`src/rtl/ibuf_byte_queue.sv`:
```
// Instruction byte buffer: circular byte store filled 4 bytes at a time from
// the I-cache path, presenting a 7-byte decode window at the oldest valid
// byte and retiring bytes with the one-hot length returned by the index adders.
module ibuf_byte_queue #(
    parameter int DEPTH      = 16,
    parameter int FILL_BYTES = 4,
    parameter int WIN_BYTES  = 7
) (
    input  logic                          clk,
    input  logic                          reset_l,
    input  logic                          flush,
    input  logic                          fill_valid,
    input  logic [8*FILL_BYTES-1:0]       fill_data,
    output logic                          fill_ready,
    input  logic [WIN_BYTES:0]            consume_oh,
    output logic [8*WIN_BYTES-1:0]        win_data,
    output logic [WIN_BYTES-1:0]          win_valid,
    output logic [$clog2(DEPTH):0]        count,
    output logic                          consume_err
);

    localparam int PTR_W = $clog2(DEPTH);
    localparam int CNT_W = PTR_W + 1;

    logic [PTR_W-1:0] rd_ptr_q, rd_ptr_d;
    logic [PTR_W-1:0] wr_ptr_q, wr_ptr_d;
    logic [CNT_W-1:0] count_q, count_d;
    logic             err_q, err_d;
    logic [7:0]       store_q [DEPTH];

    logic             fill_acc;
    logic             cons_legal;
    logic [CNT_W-1:0] cons_k;

    // Space check uses the registered count only, so a same-cycle consume
    // never opens room for a fill and there is no input-to-ready path.
    assign fill_ready = (count_q <= CNT_W'(DEPTH - FILL_BYTES));
    assign fill_acc   = fill_valid & fill_ready & ~flush;

    // Decode the advance amount; zero, multi-hot or over-count requests are rejected.
    always_comb begin
        cons_k = '0;
        for (int i = 0; i <= WIN_BYTES; i++) begin
            if (consume_oh[i]) begin
                cons_k = CNT_W'(i);
            end
        end
        cons_legal = $onehot(consume_oh) && (cons_k <= count_q);
    end

    // Next-state for pointers, occupancy and the error pulse; flush wins over all.
    always_comb begin
        rd_ptr_d = rd_ptr_q;
        wr_ptr_d = wr_ptr_q;
        count_d  = count_q;
        err_d    = 1'b0;
        if (flush) begin
            rd_ptr_d = '0;
            wr_ptr_d = '0;
            count_d  = '0;
            err_d    = 1'b0;
        end else begin
            if (cons_legal) begin
                rd_ptr_d = rd_ptr_q + cons_k[PTR_W-1:0];
            end
            if (fill_acc) begin
                wr_ptr_d = wr_ptr_q + PTR_W'(FILL_BYTES);
            end
            count_d = count_q
                    + (fill_acc   ? CNT_W'(FILL_BYTES) : '0)
                    - (cons_legal ? cons_k             : '0);
            err_d   = ~cons_legal;
        end
    end

    // Control state register with asynchronous clear.
    always_ff @(posedge clk or negedge reset_l) begin
        if (!reset_l) begin
            rd_ptr_q <= '0;
            wr_ptr_q <= '0;
            count_q  <= '0;
            err_q    <= 1'b0;
        end else begin
            rd_ptr_q <= rd_ptr_d;
            wr_ptr_q <= wr_ptr_d;
            count_q  <= count_d;
            err_q    <= err_d;
        end
    end

    // Byte store write; contents are deliberately not cleared by reset.
    always_ff @(posedge clk) begin
        if (fill_acc) begin
            for (int j = 0; j < FILL_BYTES; j++) begin
                store_q[wr_ptr_q + PTR_W'(j)] <= fill_data[8*j +: 8];
            end
        end
    end

    // Decode window: byte i reads rd_ptr+i (wrapping), masked to zero past count.
    generate
        for (genvar gi = 0; gi < WIN_BYTES; gi++) begin : g_win
            logic [PTR_W-1:0] idx;
            assign idx                 = rd_ptr_q + PTR_W'(gi);
            assign win_valid[gi]       = (count_q > CNT_W'(gi));
            assign win_data[8*gi +: 8] = win_valid[gi] ? store_q[idx] : 8'h00;
        end
    endgenerate

    assign count       = count_q;
    assign consume_err = err_q;

endmodule

```
`config.mk`:
```
export PLATFORM = sky130hd
export DESIGN_NAME = ibuf_byte_queue
export DESIGN_NICKNAME = d
export VERILOG_FILES = /design/src/rtl/ibuf_byte_queue.sv
export SDC_FILE = /design/constraint.sdc
export NUM_CORES = 1
export LEC_CHECK = 0
export ABC_AREA = 1
export CORE_MARGIN = 5
export CORE_UTILIZATION = 35
export DETAILED_ROUTE_END_ITERATION = 7
export DONT_BUFFER_PORTS = 1
export GPL_TIMING_DRIVEN = 0
export PLACE_DENSITY = 0.46
export SLEW_MARGIN = 20
export SYNTH_ARGS = -nofsm -noshare
export SYNTH_HDL_FRONTEND = slang
export SYNTH_SLANG_ARGS = --single-unit
export TNS_END_PERCENT = 20
```
`constraint.sdc`:
```
create_clock -name clk -period 3.6 [get_ports clk]
set_input_delay 0.9 -clock clk [delete_from_list [all_inputs] [get_ports clk]]
set_output_delay 0.9 -clock clk [all_outputs]
set_load 0.02 [all_outputs]
```
Yosys cells after proc, flatten, opt, wreduce, memory -nomap -nowiden --
Memories as Yosys holds them, arrays and structs flattened. Cells that the tools add are included.
Word-level totals: memory bits (writable) 128, register bits 14, input bits 44, memories kept 1, ROM bits 0, bits in latches 0, logic and storage cells 66, output and inout bits 70
Cells by class: add/sub/neg operators 20, magnitude comparators 9, divide/modulo/power cells 0, equal/unequal tests 1, $mul 0, shift-type cells 0, reduce and logical (&&, ||, !) cells 3, bitwise operators 4, multiplexer cells 24
Memories:
- store_q | depth 16, width 8, read ports 7, clocked after memory_dff 0, wr ports 4, line 29 | logic [7:0] store_q [DEPTH];
Operators with widths (count):
- two-way mux 8 bit | 7
- two-way mux 5 bit | 7
- adder 4 x 2 -> 4 bit, second input constant | 4
- adder 4 x 3 -> 4 bit, second input constant | 4
- two-way mux 4 bit | 4
- > comparator 5 x 3 -> 1 bit, second input constant | 3
- > comparator 5 x 1 -> 1 bit, second input constant | 2
- > comparator 5 x 2 -> 1 bit, second input constant | 2
- adder 1 x 1 -> 2 bit | 4
- adder 4 x 1 -> 4 bit, second input constant | 2
- adder 2 x 2 -> 3 bit | 2
- adder 5 x 3 -> 5 bit | 1
- less-or-equal comparator 5 x 4 -> 1 bit, second input constant | 1
- less-or-equal comparator 5 bit | 1
- subtractor 5 bit | 1
- adder 3 x 3 -> 4 bit | 1
- adder 4 bit | 1
- equality test 4 x 1 -> 1 bit, second input constant | 1
- two-way mux 1 bit | 4
- nonzero test 2 bit | 2
- two-way mux 3 bit | 1
- AND 1 bit | 2
- two-way mux 2 bit | 1
- NOT 1 bit | 2
- logical AND 1 bit | 1

Logic depth before layout (Yosys ltp) --
word-level depth 12, mapped depth 22, gate-level depth less buffers 22

Worst setup path before layout --
No wires, ideal clock.
kind input to register, start point input consume_oh[0], end point register count_q[4], in the netlist count[4], path buffers 0, setup slack -1.384 ns, arrival 4.868 ns, stages on the path 21, data required time 3.483 ns, setup time 0.117 ns, cell sequence inv_1 fa_1 fa_1 fa_1 inv_1 ha_1 inv_1 fa_1 nand3_1 a21oi_1 nand2_1 a31oi_1 fa_1 inv_1 ha_1 nand2_1 nor2_1 a211oi_1 nand2_1 nand2_1 nor2_1
Between the ends: word-level cells in the longest chain between the ends 8
RTL lines:
- start, declared | line 15 | input logic [WIN_BYTES:0] consume_oh,
- adder 1 x 1 -> 2 bit (implied by the code) | line 48 | cons_legal = $onehot(consume_oh) && (cons_k <= count_q);
- adder 2 x 2 -> 3 bit (implied by the code) | line 48
- adder 3 x 3 -> 4 bit (implied by the code) | line 48
- equality test 4 x 1 -> 1 bit | line 48
- logical AND 1 bit | line 48
- two-way mux 5 bit | line 71 | - (cons_legal ? cons_k : '0);
- subtractor 5 bit | line 71
- two-way mux 5 bit | line 57 | if (flush) begin
- net count_d[4] | line 27 | logic [CNT_W-1:0] count_q, count_d;
- end signal, assigned | line 86 | count_q <= count_d;
- end, declared | line 27
The timed path passes the listed nets, and every way through them passes these cells. A chain may end at the register's enable or synchronous reset.

Worst setup path after layout --
start point input consume_oh[0], end point register count_q[2], in the netlist count[2]
The elaborated chain is that of the path after synthesis.

==> results.cfg <==
[run_status]
outcome = complete, but fails checks
failed_checks = negative setup slack

[critical_path]
path_class = in2reg
cpMostUsedCell = fa_1
reg2reg_slack_ps = 240
crit_chain = inv_8 > fa_1 > fa_1 > fa_1 > inv_1 > ha_2 > inv_2 > fa_1 > nand3_2 > a21oi_4 > nand2_4 > a31oi_4 > fa_1 > buf_4 > fa_2 > nor2_1
critPathSlowestCell = fa_1
crit_fanout = 3
worstPathArrival_ps = 4830
worst_setup_path_start_kind = primary input
critPathRequiredTime_ps = 3910
end_kind = register
cp_slowest_stage_delay_ps = 550

[pwr]
p_total_w = 0.0136
cellLeakagePower_nw = 5.90
p_per_area_nw_per_um2 = 1010
peakVddDrop_v = 0.000492

[routing]
wl_per_cell_um = 30.7
first_pass_iters = 6
drcViolationCount = 0
drt.antenna.violating_nets = 0
via_count = 13300
drt_iter0_markers = 1608
routed_wl_um = 67200
avgViaCountPerCell = 6.07

[floorplanning]
rows = 66
core_area_um2 = 32400
io_pins = 114
die_x_um = 191
initial_utilization_pct = 35.3
dieHeight_um = 191
fp.dieArea_um2 = 36300

[global_route]
grt_pass1_vias = 12400
grt_max_degree = 25
grt_pass1_wl_um = 92400
gr-usage-met2_pct = 56.8
antenna_found_initial = 0
grt_overflow_total = 0
busiest_layer = met2
use_met1_pct = 46.4
use_met3_pct = 8.11
track_usage_pct = 36.5

[yosys]
netlist_top_cells_area = edfxtp_1, nand3_1, nand2_1, nor2_1, ha_1
ys_ff_latch = 140
synthFlopType = edfxtp_1
synthTopCellsByCount = nand2_1, nand3_1, edfxtp_1
postSynthAreaPerCell_um2 = 6.71
synth_edf_count = 128
synth_top_area_share_pct = 33.7
mappedNetlistArea_um2 = 11400
async_flop_share_pct = 8.57
ys_seq_area_share_pct = 36.3
ys_warn_count = 0
syn-num-nets = 1778
syn_inst = 1701
synth_top_area_cell = edfxtp_1
yosysMostFrequentCell = nand2_1
synth.distinct_cells = 34

[sta]
clock.fmax_ghz = 0.221
finalSetupViolations = 9
period_minus_slack_ps = 4520
setup_ws_ps = -923
skew_ps = 9.91
grt_setup_unrepaired = yes
hold_violations = 0
worst_slew_pin_slew_ps = 1050
slew_headroom_pct = 30.2
holdWs_ps = 132
fin_crit_sh_pct = 126
final_max_slew_viol_count = 0

[cts]
cts_sinks = 140
cts_tree = yes
path_clk_slew_ps = 70
clk_latency_ps = 460
root_buffer = clkbuf_16
numCtsBuffers = 17
cts_max_level = 4
cts_buffer_depth = 2
ctsHoldBuffers = 0

[finish]
drive_gt1_share_pct = 14.8
fin_util_pct = 41.6
num-nets-final = 1812
fin_cells = 2190
n_antenna_cell = 0
fillers = 3469
syn2layout_area_growth_pct = 18.1

[placed_design]
place_hpwl_um = 54500
gp_congestion = 1.11
place_ws_ps = -1560
dpl.cell_count = 2143
port_buffers = 0

[job]
drv_cap = 0

[hold_path]
hold_class = in2async
## where the power goes
group | switching [W] | internal (W) | total [W]
clock network | 0.000931 | 0.000946 | 0.00188
logic | 0.00684 | 0.00265 | 0.00950
registers | 0.000251 | 0.00196 | 0.00221
## kinds of logic (layout without fill, tap and decap cells)
kind of cell	after synthesis	in the layout	share of synthesized area, %
and+or+nand+nor	1289	1289	49.3
AOI/OAI and AO/OA	49	50	2.30
DFF	140	140	36.3
buffers and inverters	184	230	7.34
adders and majority gates	33	33	4.08
xor gates and xnor gates	6	6	0.625
## worst paths after layout
check | start | end | cells after the start
setup / recovery | consume_oh[0] | count[2] | 16
hold / removal | reset_l | count[1] | 0
setup reg to reg | count[1] | count[4] | 16
hold reg to reg | wr_ptr_q[2] | wr_ptr_q[2] | 1
max in group asynchronous | reset_l | rd_ptr_q[1] | 0
min in group clk | wr_ptr_q[2] | wr_ptr_q[2] | 1
## cell type report
cell class	count	area [µm²]	share of cell area, %
multi-input cells	1378	7000	51.9
flip-flops and latches	140	4150	30.8
plain buffers	117	771	5.72
well taps	442	553	4.10
clock buffers	17	425	3.16
inverters	66	269	2.00
clock inverters	15	186	1.38
repair buffers	15	130	0.965
## placed cells by master, fill, tap and decap left out, drive strengths merged
cell type,n
o21ai,12
xor2,5
ha,26
a211oi,1
buf,88
edfxtp,128
clkinv,7
nand3b,1
clkinvlp,1
a22oi,2
nand2,601
nand4,3
nor3,1
inv,73
xnor2,1
clkbuf,61
nand3,582
a21oi,32
dfrtp,12
a31oi,3
fa,7
nor2,101
## per-stage QoR
stage                     TNS [ps]  instance area (µm²)
after global placement      -34270                12000
after detailed placement    -34300                12000
after CTS                    -3570                13100
after global routing         -4940                13500
final                        -3140                13500
after floorplan              -4400                11400
## routing by layer
metal	part of all wire (%)	wire (µm)
met2	44	29900
met4	7.5	5010
met5	0	0
met3	9.3	6280
met1	39	26100
## worst max-delay path: cells and delay by family
family / cells / cell delay (ps)
AOI/OAI and AO/OA: 2 / 360
adders and majority gates: 7 / 3060
buffers and inverters: 4 / 280
and+or+nand+nor: 3 / 220
## state kept, by name (all words and copies together), names as in the netlist
register     cells
wr_ptr_q         2
consume_err      1
count            5
store_q        128
rd_ptr_q         4
## what timing repair did
item | CTS | global route
resized for setup | 151 | 63
setup endpoints to repair | 57 | 61
gates cloned | 1 | 1
pin swaps | 11 | 9
setup buffers | 4 | 10
hold endpoints to repair | 0 | 0
(Power assumes the default switching activity.)
